==> src/rtl/ifns_encoder_pipe.sv <==
`default_nettype none
// ============================================================================
// Module   : ifns_encoder_pipe
// Purpose  : Pipelined Fibonacci-numeral-system crosstalk-avoidance encoder.
//            Maps a DATA_W-bit binary word onto a CODE_W-bit codeword whose
//            bit i-1 carries digit d_i of weight F(i), with F(1)=F(2)=1.
//            Digits are resolved top-down, STG_PER_REG digit stages per
//            pipeline register, behind a valid/ready stream on both sides.
// Ports    : clk        - clock, rising edge
//            rst_n      - synchronous active-low reset
//            in_valid   - input word valid
//            in_ready   - encoder accepts a word this cycle
//            in_data    - binary value v (DATA_W bits)
//            out_valid  - codeword valid
//            out_ready  - sink accepts the codeword
//            out_code   - codeword (CODE_W bits)
//            chk_err    - sticky self-check error (IFNS_SELFCHK_EN only)
// Options  : IFNS_SELFCHK_EN - adds a checker that carries v alongside each
//            word and compares the codeword weight against it at output.
// Revision : 1.0 - initial release
// ============================================================================
module ifns_encoder_pipe #(
  parameter int DATA_W      = 20,
  parameter int CODE_W      = 29,
  parameter int STG_PER_REG = 4
) (
  input  logic              clk,
  input  logic              rst_n,
  input  logic              in_valid,
  output logic              in_ready,
  input  logic [DATA_W-1:0] in_data,
  output logic              out_valid,
  input  logic              out_ready,
  output logic [CODE_W-1:0] out_code
`ifdef IFNS_SELFCHK_EN
  ,
  output logic              chk_err
`endif
);

  localparam int NREG = (CODE_W + STG_PER_REG - 1) / STG_PER_REG;
  localparam int RW   = DATA_W + 1;

  // Fibonacci table, index n holds F(n); entries up to F(CODE_W+2) are needed
  // for the capacity check and for the F(i+1) compare of the top stages.
  typedef logic [CODE_W+2:0][63:0] fib_tab_t;

  function automatic fib_tab_t fib_table();
    fib_tab_t t;
    t    = '0;
    t[1] = 64'd1;
    t[2] = 64'd1;
    for (int n = 3; n <= CODE_W + 2; n++) begin
      t[n] = t[n-1] + t[n-2];
    end
    return t;
  endfunction

  localparam fib_tab_t    FIB      = fib_table();
  localparam logic [63:0] MAX_CODE = FIB[CODE_W+2] - 64'd1;
  localparam logic [63:0] MAX_DATA = (64'd1 << DATA_W) - 64'd1;

  generate
    if ((MAX_CODE < MAX_DATA) || (CODE_W < 2) ||
        (STG_PER_REG < 1) || (STG_PER_REG > CODE_W)) begin : g_bad_params
      $error("ifns_encoder_pipe: CODE_W too small for DATA_W or STG_PER_REG out of range");
    end
  endgenerate

  // Per-slot state: remainder, last resolved digit, partial codeword.
  logic [NREG-1:0]             vld_q;
  logic [NREG-1:0]             vld_in;
  logic [NREG-1:0]             adv;
  logic [NREG-1:0][RW-1:0]     r_q,    r_d;
  logic [NREG-1:0]             dg_q,   dg_d;
  logic [NREG-1:0][CODE_W-1:0] code_q, code_d;

  // Slot k may load unless it and every slot downstream are full while the
  // sink stalls; written flat so there is no combinational chain.
  generate
    for (genvar k = 0; k < NREG; k++) begin : g_adv
      assign adv[k] = out_ready | ~(&vld_q[NREG-1:k]);
    end
  endgenerate

  assign vld_in    = NREG'({vld_q, in_valid});
  assign in_ready  = adv[0];
  assign out_valid = vld_q[NREG-1];
  assign out_code  = code_q[NREG-1];

  // Digit stages. Stage s resolves digit i = CODE_W - s; slot k holds the
  // result of stages up to (k+1)*STG_PER_REG-1.
  always_comb begin
    logic [RW-1:0]     r;
    logic              dig;
    logic [CODE_W-1:0] code;
    logic [63:0]       fi;
    logic [63:0]       fi1;
    int                kp;
    int                i;
    r_d    = '0;
    dg_d   = '0;
    code_d = '0;
    r      = '0;
    dig    = 1'b0;
    code   = '0;
    fi     = '0;
    fi1    = '0;
    kp     = 0;
    i      = 0;
    for (int k = 0; k < NREG; k++) begin
      kp = (k == 0) ? 0 : k - 1;
      if (k == 0) begin
        r    = RW'(in_data);
        dig  = 1'b0;
        code = '0;
      end else begin
        r    = r_q[kp];
        dig  = dg_q[kp];
        code = code_q[kp];
      end
      for (int s = k * STG_PER_REG; s < (k + 1) * STG_PER_REG; s++) begin
        if (s < CODE_W) begin
          i   = CODE_W - s;
          fi  = FIB[i];
          fi1 = FIB[i+1];
          if (i == CODE_W) begin
            dig = (64'(r) >= fi);
          end else if (i == 1) begin
            dig = r[0];
          end else if (64'(r) >= fi1) begin
            dig = 1'b1;
          end else if (64'(r) < fi) begin
            dig = 1'b0;
          end
          // In the F(i) <= r < F(i+1) window the digit repeats d_(i+1),
          // which is the value already held in dig.
          if (dig) begin
            r = r - fi[RW-1:0];
          end
          code[i-1] = dig;
        end
      end
      r_d[k]    = r;
      dg_d[k]   = dig;
      code_d[k] = code;
    end
  end

  always_ff @(posedge clk) begin
    if (!rst_n) begin
      vld_q  <= '0;
      r_q    <= '0;
      dg_q   <= '0;
      code_q <= '0;
    end else begin
      for (int k = 0; k < NREG; k++) begin
        if (adv[k]) begin
          vld_q[k]  <= vld_in[k];
          r_q[k]    <= r_d[k];
          dg_q[k]   <= dg_d[k];
          code_q[k] <= code_d[k];
        end
      end
    end
  end

  // The final digit and (without the checker) the final remainder of the
  // last slot have no consumer.
  logic unused_tail;
  assign unused_tail = ^{r_q[NREG-1], dg_q[NREG-1]};

`ifdef IFNS_SELFCHK_EN
  logic [NREG-1:0][DATA_W-1:0] v_q, v_d;
  logic [63:0]                 wsum;
  logic                        chk_err_q;

  always_comb begin
    v_d = '0;
    for (int k = 0; k < NREG; k++) begin
      v_d[k] = (k == 0) ? in_data : v_q[(k == 0) ? 0 : k - 1];
    end
  end

  // Weight of the codeword currently presented at the output.
  always_comb begin
    wsum = '0;
    for (int i = 1; i <= CODE_W; i++) begin
      if (code_q[NREG-1][i-1]) begin
        wsum = wsum + FIB[i];
      end
    end
  end

  always_ff @(posedge clk) begin
    if (!rst_n) begin
      v_q       <= '0;
      chk_err_q <= 1'b0;
    end else begin
      for (int k = 0; k < NREG; k++) begin
        if (adv[k]) begin
          v_q[k] <= v_d[k];
        end
      end
      if (vld_q[NREG-1] && out_ready &&
          ((wsum != 64'(v_q[NREG-1])) || (r_q[NREG-1] != '0))) begin
        chk_err_q <= 1'b1;
      end
    end
  end

  assign chk_err = chk_err_q;
`endif

endmodule
`default_nettype wire

==> config.mk <==
export PLATFORM = sky130hd
export DESIGN_NAME = ifns_encoder_pipe
export DESIGN_NICKNAME = d
export VERILOG_FILES = /design/src/rtl/ifns_encoder_pipe.sv
export SDC_FILE = /design/constraint.sdc
export NUM_CORES = 1
export LEC_CHECK = 0
export BUFFER_PORTS_ARGS = -buffer_cell sky130_fd_sc_hd__buf_2
export CAP_MARGIN = 15
export CORE_AREA = 4 4 288 290
export DETAILED_ROUTE_END_ITERATION = 8
export DIE_AREA = 0 0 292 294
export PLACE_DENSITY = 0.58
export SLEW_MARGIN = 25
export SYNTH_ARGS = -nofsm -noshare
export SYNTH_HDL_FRONTEND = slang
export SYNTH_SLANG_ARGS = --single-unit
==> constraint.sdc <==
create_clock -name clk -period 24.9 [get_ports clk]
set_input_delay 3.735 -clock clk [delete_from_list [all_inputs] [get_ports clk]]
set_output_delay 3.735 -clock clk [all_outputs]
set_load 0.1 [all_outputs]
==> flow_metrics.py <==
metrics = {
    "sta": {
        "setup_viol": 0,
        "setup_ws_ps": 13000,
        "hold_violations": 0,
        "fin_crit_sh_pct": 47.8,
        "relSlewSlack_pct": 34.7,
        "finClkSkew_ps": 24.9,
        "period_minus_slack_ps": 11910,
        "tns_ps": 0,
        "rsz0062_at_grt": "false",
        "tightest_slew_ps": 980,
        "timing.fmax_ghz": 0.0840,
        "drv_slew": 0,
    },
    "clock_network": {
        "cts_sinks": 276,
        "worstSkewPairLatency_ps": 560,
        "cts-root-buf": "clkbuf_16",
        "path_clk_slew_ps": 60,
        "clockBufferDepth": 3,
        "cts-buffers-inserted": 34,
        "cts_tree": "yes",
        "ctsHoldBuffers": 0,
        "postCtsResizedCells": 0,
        "post-cts-setup-buffers": 0,
        "htreeDepth": 2,
    },
    "place": {
        "dp_slack_ps": 12590,
        "place.gp.congestion": 0.931,
        "placed_cells": 5400,
        "dp_hpwl_um": 75800,
        "port_buffers": 54,
        "dpl_cell_area_mm2": 0.0320,
    },
    "synth": {
        "yosysMostFrequentCell": "nand2_1",
        "ys_warn_count": 0,
        "syn-num-nets": 4602,
        "synth_top_area_cell": "dfxtp_1",
        "yosysSeqAreaShare_pct": 17.7,
        "synth.distinct_cells": 131,
        "syn_avg_cell_area_um2": 6.90,
        "synth_top_cells_by_count": "nand2_1, nor2_1, a21oi_1",
        "ys_seq_elements": 276,
        "ys.flop_type": "dfxtp_1",
        "synthArstFlopShare_pct": 0,
        "synth_edf_count": 0,
        "synth_top_area_share_pct": 17.7,
        "syn_inst": 4526,
        "syn_area_mm2": 0.0312,
        "ys_top_cells_by_area": "dfxtp_1, nand2_1, xnor2_1",
    },
    "grt": {
        "grt_max_degree": 79,
        "grt_remaining_overflow": 0,
        "grt.total_usage_pct": 22.1,
        "grt_pass1_vias": 30200,
        "antenna_found_initial": 0,
        "grt_first_pass_wirelength_um": 162000,
    },
    "die": {
        "rows": 104,
        "die-area_mm2": 0.0858,
        "core_mm2": 0.0803,
        "die_y_um": 294,
        "io_pins": 55,
        "die_w_um": 292,
        "start_util_pct": 38.9,
    },
    "min_path": {
        "whs_path_depth": 2,
        "hold_class": "flip-flop to flip-flop",
    },
    "finish": {
        "fin_area_mm2": 0.0331,
        "layout-drive-gt1-share_pct": 6.98,
        "n_antenna_cell": 0,
        "final_nets": 4452,
        "area_delta_synth_final_pct": 6.15,
        "fin_cells": 5461,
    },
    "worst_setup_path": {
        "worst-path-buf-inv": 5,
        "end_kind": "flip-flop",
        "crit_family": "compound AO/OA/AOI/OAI gates",
        "cp.arrival_ps": 12380,
        "crit_top_cell": "ha_1",
        "cp_max_fo": 33,
        "critical_path_class": "primary input to flip-flop",
        "max_stage_delay_ps": 750,
        "critical_path_depth": 33,
        "critPathLaunchType": "primary input",
        "slowest_stage": "a2111oi_1",
        "r2r.worst_path.cells": 26,
        "crit_required_ps": 25380,
    },
    "route": {
        "drt.antenna.violating_nets": 0,
        "drt_iter0_markers": 2925,
        "drt_wl_total_um": 100000,
        "viasPerCell": 6.15,
        "post_drt_wl_per_cell_um": 18.3,
        "vias": 33600,
        "drc": 0,
        "detail_route.first_pass.iterations": 6,
    },
    "run": {
        "cap_violations": 0,
    },
    "run_status": {
        "status": "finished, final reports clean",
    },
}
metal layers:
metal	part of all wire [%]	GRT usage (%)
met5	0	0
met4	1.8	4.77
met3	6.4	2.95
met2	44	34.9
met1	48	32.0
worst register-to-register path: cells and delay by family, from the launching register on:
kind | cells | cell delay, ps
buf+inv | 2 | 400
simple gates | 9 | 3220
mux | 1 | 380
flops | 1 | 500
xor+xnor | 2 | 550
compound gates | 10 | 3710
fa+ha+maj | 2 | 500
stage by stage:
step,hold slack [ps],util [%]
after floorplan,432,-
after global placement,437,39.8
after detailed placement,440,39.8
after CTS,443,41.2
after global routing,468,41.3
final,445,41.3
registers in the layout (all words and copies together) (netlist names):
name / flops
r_q: 126
vld_q: 8
out_code: 29
code_d: 113
final cells by class:
class / count / area (µm²)
clock buffers: 45 / 932
clock inverters: 16 / 215
fillers: 8531 / 47200
inverters: 104 / 395
multi-input cells: 3868 / 24200
flip-flops and latches: 276 / 5530
well taps: 1060 / 1330
repair buffers: 92 / 558
placed cells by master, fill, tap and decap left out, types with 34 or more instances in the layout:
master	synthesis	routed
a211oi_1	89	88
nand3_1	198	198
buf_2	49	53
o211ai_1	66	66
nand2b_1	40	39
buf_4	6	39
nor3_1	150	149
and3_1	61	61
a31oi_1	73	73
clkbuf_16	0	34
o21a_1	37	37
nand4_1	78	78
nand3b_1	35	35
mux2i_1	44	44
and2_1	63	63
inv_1	102	101
o21ai_0	229	229
nor2_1	382	382
a21o_1	39	39
xor2_1	131	131
ha_1	52	52
nor4_1	67	67
or3_1	65	65
dfxtp_1	276	276
o31ai_1	40	40
xnor2_1	261	261
nand2_1	627	625
a21oi_1	351	351
final timing paths:
path	startpoint	to	slack (ps)
setup / recovery	in_data[8]	r_q[17]$_SDFFE_PN0P_	13000
hold / removal	code_d[107]$_SDFFE_PN0P_	code_d[136]$_SDFFE_PN0P_	440
setup reg to reg	r_q[2]$_SDFFE_PN0P_	r_q[28]$_SDFFE_PN0P_	15540
hold reg to reg	code_d[107]$_SDFFE_PN0P_	code_d[136]$_SDFFE_PN0P_	440
cells by family (layout without fill, tap and decap cells):
logic type	after synthesis	in the layout	synth area share (%)
adders and majority gates	52	52	2.08
buffers and inverters	382	257	4.94
xor gates and xnor gates	395	395	11.2
DFF	276	276	17.7
muxes	54	54	1.81
AOI/OAI and AO/OA	1387	1387	30.6
and+or+nand+nor	1980	1980	31.7
Power is not shown: default switching activity piles up to over one toggle a cycle in this logic, so the estimate is an artifact.
